$ cat src/rtl/uart_pkg.sv
// Shared UART definitions: FSM state encoding, frame-length helper and parameter legality.
package uart_pkg;

  typedef enum logic [2:0] {
    IDLE   = 3'd0,
    SYNC   = 3'd1,
    START  = 3'd2,
    DATA   = 3'd3,
    PARITY = 3'd4,
    STOP   = 3'd5
  } uart_state_e;

  localparam int unsigned UART_CNT_W = 4;

  // Bit periods in one frame: start + data + optional parity + stop.
  function automatic int unsigned frame_ticks(input int unsigned data_bits,
                                              input int unsigned stop_bits,
                                              input int unsigned parity_en);
    return 1 + data_bits + ((parity_en != 0) ? 1 : 0) + stop_bits;
  endfunction

  function automatic bit params_legal(input int unsigned data_bits,
                                      input int unsigned stop_bits,
                                      input int unsigned parity_en,
                                      input int unsigned parity_odd);
    return (data_bits >= 5) && (data_bits <= 9) &&
           ((stop_bits == 1) || (stop_bits == 2)) &&
           (parity_en <= 1) && (parity_odd <= 1);
  endfunction

endpackage

$ cat src/rtl/uart_tx_tick.sv
// UART transmitter paced by an external one-cycle bit-rate tick; frames one word
// per valid/ready handshake as start, LSB-first data, optional parity, stop bits.
module uart_tx_tick
  import uart_pkg::*;
#(
  parameter int unsigned DATA_BITS  = 8,
  parameter int unsigned STOP_BITS  = 1,
  parameter int unsigned PARITY_EN  = 0,
  parameter int unsigned PARITY_ODD = 0
) (
  input  logic                 CLK_IN,
  input  logic                 RST_IN,
  input  logic                 TICK_IN,
  input  logic [DATA_BITS-1:0] DATA_IN,
  input  logic                 VALID_IN,
  output logic                 READY_OUT,
  output logic                 TX_OUT,
  output logic                 BUSY_OUT
);

  localparam int unsigned CNT_W = UART_CNT_W;

  if (!params_legal(DATA_BITS, STOP_BITS, PARITY_EN, PARITY_ODD)) begin : g_bad_params
    $fatal(1, "uart_tx_tick: illegal parameter combination");
  end

  uart_state_e            state_q, state_d;
  logic [DATA_BITS-1:0]   shift_q, shift_d;
  logic [CNT_W-1:0]       cnt_q, cnt_d;
  logic [CNT_W-1:0]       cnt_inc;
  logic                   tx_q, tx_d;
  logic                   busy_q, busy_d;
  logic                   par_q, par_d;

  assign cnt_inc = cnt_q + CNT_W'(1);

  always_ff @(posedge CLK_IN or posedge RST_IN) begin
    if (RST_IN) begin
      state_q <= IDLE;
      shift_q <= '0;
      cnt_q   <= '0;
      tx_q    <= 1'b1;
      busy_q  <= 1'b0;
      par_q   <= 1'b0;
    end else begin
      state_q <= state_d;
      shift_q <= shift_d;
      cnt_q   <= cnt_d;
      tx_q    <= tx_d;
      busy_q  <= busy_d;
      par_q   <= par_d;
    end
  end

  // Next-state logic: every transition except the accept is gated by TICK_IN.
  always_comb begin
    state_d = state_q;
    shift_d = shift_q;
    cnt_d   = cnt_q;
    tx_d    = tx_q;
    busy_d  = busy_q;
    par_d   = par_q;
    case (state_q)
      IDLE: begin
        tx_d = 1'b1;
        if (VALID_IN) begin
          shift_d = DATA_IN;
          par_d   = (^DATA_IN) ^ 1'(PARITY_ODD);
          busy_d  = 1'b1;
          state_d = SYNC;
        end
      end
      SYNC: begin
        if (TICK_IN) begin
          tx_d    = 1'b0;
          state_d = START;
        end
      end
      START: begin
        if (TICK_IN) begin
          tx_d    = shift_q[0];
          cnt_d   = '0;
          state_d = DATA;
        end
      end
      DATA: begin
        if (TICK_IN) begin
          if (cnt_inc < CNT_W'(DATA_BITS)) begin
            // Bit 0 is already on the line, so the next bit sits at index 1.
            shift_d = shift_q >> 1;
            tx_d    = shift_q[1];
            cnt_d   = cnt_inc;
          end else if (PARITY_EN != 0) begin
            tx_d    = par_q;
            state_d = PARITY;
          end else begin
            tx_d    = 1'b1;
            cnt_d   = '0;
            state_d = STOP;
          end
        end
      end
      PARITY: begin
        if (TICK_IN) begin
          tx_d    = 1'b1;
          cnt_d   = '0;
          state_d = STOP;
        end
      end
      STOP: begin
        if (TICK_IN) begin
          if (cnt_inc < CNT_W'(STOP_BITS)) begin
            cnt_d = cnt_inc;
          end else begin
            busy_d  = 1'b0;
            state_d = IDLE;
          end
        end
      end
      default: begin
        tx_d    = 1'b1;
        busy_d  = 1'b0;
        state_d = IDLE;
      end
    endcase
  end

  assign READY_OUT = (state_q == IDLE);
  assign TX_OUT    = tx_q;
  assign BUSY_OUT  = busy_q;

endmodule

$ cat config.mk
export PLATFORM = sky130hd
export DESIGN_NAME = uart_tx_tick
export DESIGN_NICKNAME = d
export VERILOG_FILES = /design/src/rtl/uart_pkg.sv /design/src/rtl/uart_tx_tick.sv
export SDC_FILE = /design/constraint.sdc
export NUM_CORES = 1
export LEC_CHECK = 0
export ABC_AREA = 1
export CAP_MARGIN = 25
export CORE_MARGIN = 3
export CORE_UTILIZATION = 35
export CTS_BUF_LIST = sky130_fd_sc_hd__clkbuf_8 sky130_fd_sc_hd__clkbuf_16
export DETAILED_ROUTE_END_ITERATION = 16
export GPL_TIMING_DRIVEN = 0
export SLEW_MARGIN = 20
export SYNTH_ARGS = -nofsm -noshare
export SYNTH_HDL_FRONTEND = slang
export SYNTH_SLANG_ARGS = --single-unit
$ cat constraint.sdc
create_clock -name CLK_IN -period 2.6 [get_ports CLK_IN]
set_input_delay 0.52 -clock CLK_IN [delete_from_list [all_inputs] [get_ports CLK_IN]]
set_output_delay 0.52 -clock CLK_IN [all_outputs]
set_load 0.01 [all_outputs]
## Word-level counts from Yosys, hierarchy flattened

Cells that the tools add are included.

- Output and inout bits: 3
- Input port bits: 12
- Word-level logic and storage cells: 65
- Memories kept: 0
- Register bits: 17
- Bits in writable memories: 0
- Bits in latches: 0
- Bits in read-only memories: 0

- Bitwise gates (word level): 2
- Equal/unequal tests: 16
- Add/subtract/negate cells: 1
- Divide/modulo/power cells: 0
- Multiplexer cells: 29
- $mul: 0
- Shifts and indexed selects: 0
- Reduce and logical (&&, ||, !) cells: 10
- Magnitude comparators: 2

Operators with widths:

| kind | count |
|---|---|
| $mux 3 | 8 |
| $mux 8 | 3 |
| $mux 4 | 5 |
| $ne 2x2->1 const B | 10 |
| $pmux 3 s6 | 1 |
| $pmux 8 s2 | 1 |
| $pmux 4 s3 | 1 |
| $reduce_and 5->1 | 2 |
| $mux 1 | 8 |
| $reduce_and 4->1 | 2 |
| $reduce_and 8->1 | 1 |
| $eq 3x2->1 const B | 2 |
| $eq 3x3->1 const B | 2 |
| $pmux 1 s5 | 1 |
| $add 4x1->4 const B | 1 |
| $lt 4x1->1 const B | 1 |
| $lt 4x4->1 const B | 1 |
| $reduce_or 4->1 | 1 |
| $eq 3x1->1 const B | 1 |
| $logic_not 3->1 | 1 |
| $pmux 1 s3 | 1 |
| $reduce_bool 3->1 | 1 |
| $ne 2x1->1 const B | 1 |
| $not 1->1 | 2 |
| 2 further kinds | 2 |

## Longest topological paths before layout

Gate-level depths: netlist of the first run.

- Depth after elaboration: 5
- Depth in mapped cells: 9
- Depth with buffers taken out: 8

## Worst setup path after synthesis of the first run

OpenSTA, ideal clock, no wires.

- Kind: reg-to-output
- From: register state_q[0]
- To: output READY_OUT
- Path slack: 1.254 ns
- Required time: 2.080 ns
- Data arrival time: 0.826 ns
- Path buffers: 1
- Cell stages (with the launch flop): 5
- Path through: dfrtp_1 -> buf_4 -> nor2_4 -> nand2_2 -> inv_1

- Longest elaborated chain between the ends: 1

Ends and longest elaborated chain:

| item | line | text |
|---|---|---|
| start, declared | uart_tx_tick.sv:27 | `uart_state_e state_q, state_d;` |
| start signal, assigned | uart_tx_tick.sv:46 | `state_q <= state_d;` |
| $logic_not 3->1 | uart_tx_tick.sv:128 | `assign READY_OUT = (state_q == IDLE);` |
| end, declared | uart_tx_tick.sv:16 | `output logic READY_OUT,` |

Every way passes these cells.

## Worst setup path after layout of the first run

Ends and elaborated chain as after synthesis.

==> impl_metrics.tcl, run 1 <==
set metrics [dict create \
    max_cap_viol_count 0 \
    firstDrtPassIters 4 \
    dieHeight_um 63.8 \
    grt_pass1_wl_mm 4.37 \
    nets 199 \
    clock_latency_ns 0.25 \
    layout_common_cells "77 x nand2_1, 16 x dfrtp_1, 16 x nand3_1" \
    cts_made_buffers 3 \
    area_growth_pct 20.6 \
    grt_usage 0.133 \
    cp.arrival_ns 1.64 \
    fin_crit_sh 0.831 \
    peakVddDrop_mv 0.426 \
    cp.required_ns 2.08 \
    detail-route-antenna-nets 0 \
    crit_chain "buf_4 -> nor2_4 -> nand2_2 -> inv_1 -> clkdlybuf4s50_1" \
    p_leak_nw 0.742 \
    synth.area.top_cells "dfrtp_1 34%, nand2_1 25%, nand3_1 6.9%, nand2_4 3.9%, nand4_1 2.7%" \
    dp_hpwl_mm 1.84 \
    synth_top_area_frac 0.343 \
    clk_pin_slew_ns 0.07 \
    cts_sinks 17 \
    rsz0062_at_grt "no" \
    antenna_found_initial 0 \
    slew_viol_final 0 \
    drive_above_1_share 0.157 \
    seq_area_frac_synth 0.365 \
    hold_path_class "flop to flop" \
    yosys.cell_types.count 28 \
    worstMarginPinSlew_ns 0.655 \
    startpoint_type "flop" \
    status "finished, final reports clean" \
    gp_congestion 0.823 \
    core_um2 3130 \
    grt_remaining_overflow 0 \
    ctsRootBufferMaster "clkbuf_8" \
    yosys_register_bits 17 \
    syn_nets 180 \
    vias_per_cell 4.61 \
    numPortBuffers 14 \
    slew_headroom 0.563 \
    cts_htree_levels 1 \
    fin_crit_ns 2.16 \
    drt_iter0_markers 68 \
    antenna_cells 0 \
    tns_ns 0 \
    first_global_vias 1026 \
    ctsHoldBuffers 0 \
    drt_wl_total_mm 2.41 \
    cts_tree "built" \
    synth_area_um2 1170 \
    finalNonFillerCells 229 \
    fin_worst_skew_ns 0.00127 \
    vias 1055 \
    die_width_um 63.8 \
    syn_inst 167 \
    setup_viol 0 \
    hold_viol_final 0 \
    layout_commonest_cell "nand2_1" \
    power.density_nw_per_um2 1140 \
    cp_max_fo 9 \
    routedWlPerCell_um 10.5 \
    critPathKind "flop to primary output" \
    num_io_pins 15 \
    syn_area_per_cell_um2 6.99 \
    start_util 0.373 \
    grt_max_degree 18 \
    place_inst 225 \
    synth_area_leader_cell "dfrtp_1" \
    clock.fmax_mhz 463 \
    cts_setup_buffers 0 \
    cts_buffer_depth 2 \
    slowest_stage "clkdlybuf4s50_1" \
    floorplan.rows 20 \
    cts_resized 0 \
    cpPeakStageDelay_ns 0.52 \
    end_kind "primary output" \
    dieArea_um2 4060 \
    drc 0 \
    yosys_warnings 0 \
]
-- synthesized netlist by cell type --
library cell	instances
o21ai_1	2
nand2_1	77
ha_1	1
nand3b_1	1
nand2_2	3
a21oi_1	4
nor2_4	2
nor2_1	7
dfrtp_1	16
clkinv_1	1
nand3_1	16
inv_1	8
dfstp_2	1
buf_4	1
nor2_8	1
nand4_1	5
nor2_2	1
nand3_4	1
a21oi_2	1
nand2_4	4
inv_4	1
clkinv_4	1
o21ai_2	1
nand3_2	1
buf_2	1
inv_2	5
buf_6	1
o21ai_0	3
-- registers in the layout (all words and copies together) (netlist names) --
register and flops:
TX_OUT 1, cnt_q 4, shift_q 8, state_q 3, BUSY_OUT 1
-- per-layer routing --
layer | wire [µm] | vias to the layer above | global-route usage
met3 | 100 | 2 | 0.0246
met1 | 1190 | 478 | 0.177
met2 | 1100 | 13 | 0.214
met5 | 0 | - | 0
met4 | 19 | 0 | 0.0512
li1 | - | 562 | -
-- cell families (layout without fill, tap and decap cells) --
family	count (synthesis)	after routing	synth area share
simple gates	119	119	0.492
fa+ha+maj	1	1	0.0107
compound gates	11	11	0.0536
flops	17	17	0.365
buf+inv	19	37	0.0782
-- stage by stage --
stage	hold WS (ns)	utilization	area [µm²]	setup slack, ns	power [mW]
2_1_floorplan	0.442	-	1170	1.25	1.20
3_3_place_gp	0.458	0.436	1360	0.724	1.40
3_5_place_dp	0.460	0.436	1360	0.705	1.42
4_1_cts	0.476	0.450	1410	0.433	1.62
5_1_grt	0.497	0.450	1410	0.350	1.78
6_report	0.476	0.450	1410	0.439	1.61
-- area by class of cell --
class                           count  area, µm²
Clock buffer                        3       41.3
Tap cell                           44       55.1
Multi-Input combinational cell    131        649
Timing Repair Buffer               14        140
Buffer                              3       23.8
Fill cell                         332       1720
Inverter                           16       67.6
Clock inverter                      1       3.75
Sequential cell                    17        427
-- critical path: cells and delay by family (launching register included) --
kind / cells / cell delay, ns
buffers and inverters: 3 / 0.76
flip-flops: 1 / 0.36
AND/OR/NAND/NOR: 2 / 0.26
-- worst paths after layout --
path,to,slack [ns],depth (start not counted),from
hold reg to reg,shift_q[1],0.48,2,shift_q[1]
min in group asynchronous,cnt_q[2],0.66,2,RST_IN
hold / removal,shift_q[1],0.48,2,shift_q[1]
max in group asynchronous,state_q[1],1.53,2,RST_IN
setup / recovery,READY_OUT,0.44,5,state_q[0]
setup reg to reg,shift_q[5],1.20,8,state_q[2]
-- where the power goes --
| group | total (mW) | switching [mW] | internal, mW |
|---|---|---|---|
| Combinational | 0.942 | 0.591 | 0.351 |
| Sequential | 0.467 | 0.0782 | 0.389 |
| Clock | 0.196 | 0.0918 | 0.105 |
| Total | 1.61 | 0.761 | 0.845 |
No activity file was read; power rests on OpenSTA's default activity.
==> run 2: changes to the inputs <==
==> constraint.sdc (replaced) <==
create_clock -name CLK_IN -period 1.8 [get_ports CLK_IN]
set_input_delay 0.36 -clock CLK_IN [delete_from_list [all_inputs] [get_ports CLK_IN]]
set_output_delay 0.36 -clock CLK_IN [all_outputs]
set_load 0.01 [all_outputs]
==> impl_metrics.tcl, run 2 (same netlist as run 1, synthesis figures left out) <==
set metrics [dict create \
    fin_crit_ns 1.70 \
    rsz0062_at_grt "no" \
    numPortBuffers 14 \
    rr_worst_depth 9 \
    vias_per_cell 4.64 \
    p_int_mw 1.23 \
    place_inst 225 \
    finalNonFillerCells 230 \
    worstMarginPinSlew_ns 0.641 \
    slew_viol_final 0 \
    antenna_cells 0 \
    layout_common_cells "77 x nand2_1, 16 x dfrtp_1, 16 x nand3_1" \
    drt_iter0_markers 69 \
    max_cap_viol_count 0 \
    dieHeight_um 63.8 \
    cts_made_buffers 3 \
    area_growth_pct 21.5 \
    cts_tree "built" \
    slew_headroom 0.572 \
    clock_latency_ns 0.25 \
    dieArea_um2 4060 \
    tns_ns 0 \
    nets 200 \
    whs_endpoint "shift_q[1]" \
    p_leak_nw 0.753 \
    gp_congestion 0.823 \
    setup_viol 0 \
    largest_reg_flops 8 \
    cts_buffer_depth 2 \
    cp_max_fo 8 \
    slowest_stage "dfrtp_1" \
    power_frac_comb 0.590 \
    crit_buf_inv 3 \
    startpoint_type "flop" \
    ctsHoldBuffers 0 \
    layout_commonest_cell "nand2_1" \
    hold_path_class "flop to flop" \
    drt_wl_total_mm 2.39 \
    antenna_found_initial 0 \
    ctsRootBufferMaster "clkbuf_8" \
    clock.fmax_mhz 589 \
    fin_util 0.454 \
    clockPowerShare 0.121 \
    crit_chain "buf_6 -> nor2_4 -> nand2_4 -> inv_1 -> dlygate4sd2_1" \
    grt_usage 0.133 \
    floorplan.rows 20 \
    die_width_um 63.8 \
    fin_worst_skew_ns 0.00197 \
    cp.arrival_ns 1.34 \
    core_um2 3130 \
    num_io_pins 15 \
    cts_sinks 17 \
    cts_htree_levels 1 \
    dp_hpwl_mm 1.84 \
    p_sw_frac 0.474 \
    peakVddDrop_mv 0.614 \
    drive_above_1_share 0.161 \
    detail-route-antenna-nets 0 \
    pwr-share-seq 0.289 \
    critPathKind "flop to primary output" \
    worstHoldStart "shift_q[1]" \
    status "finished, final reports clean" \
    power.density_nw_per_um2 1650 \
    crit_family "buffers and inverters" \
    p_switching_mw 1.11 \
    reg_top3 "shift_q: 8 flops, cnt_q: 4 flops, state_q: 3 flops" \
    drc 0 \
    grt_remaining_overflow 0 \
    cpPeakStageDelay_ns 0.37 \
    holdPathStages 2 \
    fill_cells 332 \
    firstDrtPassIters 4 \
    reg2reg_to "shift_q[5]" \
    fin_crit_sh 0.944 \
    first_global_vias 1026 \
    grt_pass1_wl_mm 4.37 \
    top_register "shift_q" \
    power_mw 2.34 \
    cp.required_ns 1.44 \
    hold_viol_final 0 \
    clk_pin_slew_ns 0.07 \
    grt_max_degree 18 \
    worstReg2RegStart "state_q[1]" \
    timing.reg2reg.setup_slack_ns 0.37 \
    end_kind "primary output" \
    vias 1068 \
    routedWlPerCell_um 10.4 \
    start_util 0.373 \
]
## run 2: changes by cell type in the layout (fill, tap and decap cells not counted)
cell and change:
nand2_2 -1, nand2_4 +1, dlygate4sd2_1 +1, buf_4 +1, clkdlybuf4s50_1 -1
## run 2: repair_timing
| action | 4_1_cts | 5_1_grt |
|---|---|---|
| cloned | 0 | 0 |
| endpoints found under the setup margin | 1 | 1 |
| endpoints found under the hold margin | 0 | 0 |
| pin swaps | 0 | 1 |
| setup buffers | 0 | 1 |
| resized for setup | 1 | 1 |
## run 2: routing by layer
layer  global-route usage  wire (µm)  up-vias
met4               0.0512         19        0
met5                    0          0        -
li1                     -          -      566
met3               0.0246        125        2
met2                0.214       1100       23
met1                0.177       1150      477
## run 2: cell type report
| class | instances | area, µm² | share of cell area |
|---|---|---|---|
| clock inverters | 1 | 3.75 | 0.00265 |
| inverters | 16 | 67.6 | 0.0476 |
| clock buffers | 3 | 41.3 | 0.0291 |
| plain buffers | 3 | 23.8 | 0.0168 |
| well taps | 44 | 55.1 | 0.0388 |
| flip-flops and latches | 17 | 427 | 0.301 |
| multi-input cells | 131 | 654 | 0.461 |
| repair buffers | 15 | 146 | 0.103 |
## run 2: worst max-delay path by stage
stage / from / slack [ns] / endpoint / depth (start not counted)
after global routing: state_q[1] / 0.003 / READY_OUT / 5
after global placement: state_q[0] / 0.08 / READY_OUT / 5
after detailed placement: state_q[0] / 0.07 / READY_OUT / 5
final: state_q[1] / 0.10 / READY_OUT / 5
after floorplan: state_q[2] / 0.58 / shift_q[7] / 8
after CTS: state_q[0] / 0.06 / READY_OUT / 5
## run 2: worst reg2reg max path, stage by stage, from the launching register on
cell and delay, ns:
dfrtp_1 0.37, buf_6 0.15, nor2_4 0.17, buf_4 0.13, nand3_1 0.10, o21ai_2 0.09
inv_2 0.12, nand2_4 0.13, nand2_1 0.06, nand2_1 0.06
## run 2: power by group through the flow
stage	clock network [mW]	logic, mW	registers, mW
2_1_floorplan	0	1.06	0.665
3_3_place_gp	0	1.35	0.673
3_5_place_dp	0	1.37	0.680
4_1_cts	0.285	1.37	0.675
5_1_grt	0.307	1.58	0.701
6_report	0.283	1.38	0.675
## run 2: per-stage QoR
stage	area [µm²]	setup WS (ns)	hold WS, ns
6_report	1420	0.101	0.476
5_1_grt	1420	0.00341	0.497
3_3_place_gp	1360	0.0844	0.458
4_1_cts	1410	0.0631	0.476
3_5_place_dp	1360	0.0652	0.460
2_1_floorplan	1170	0.576	0.285
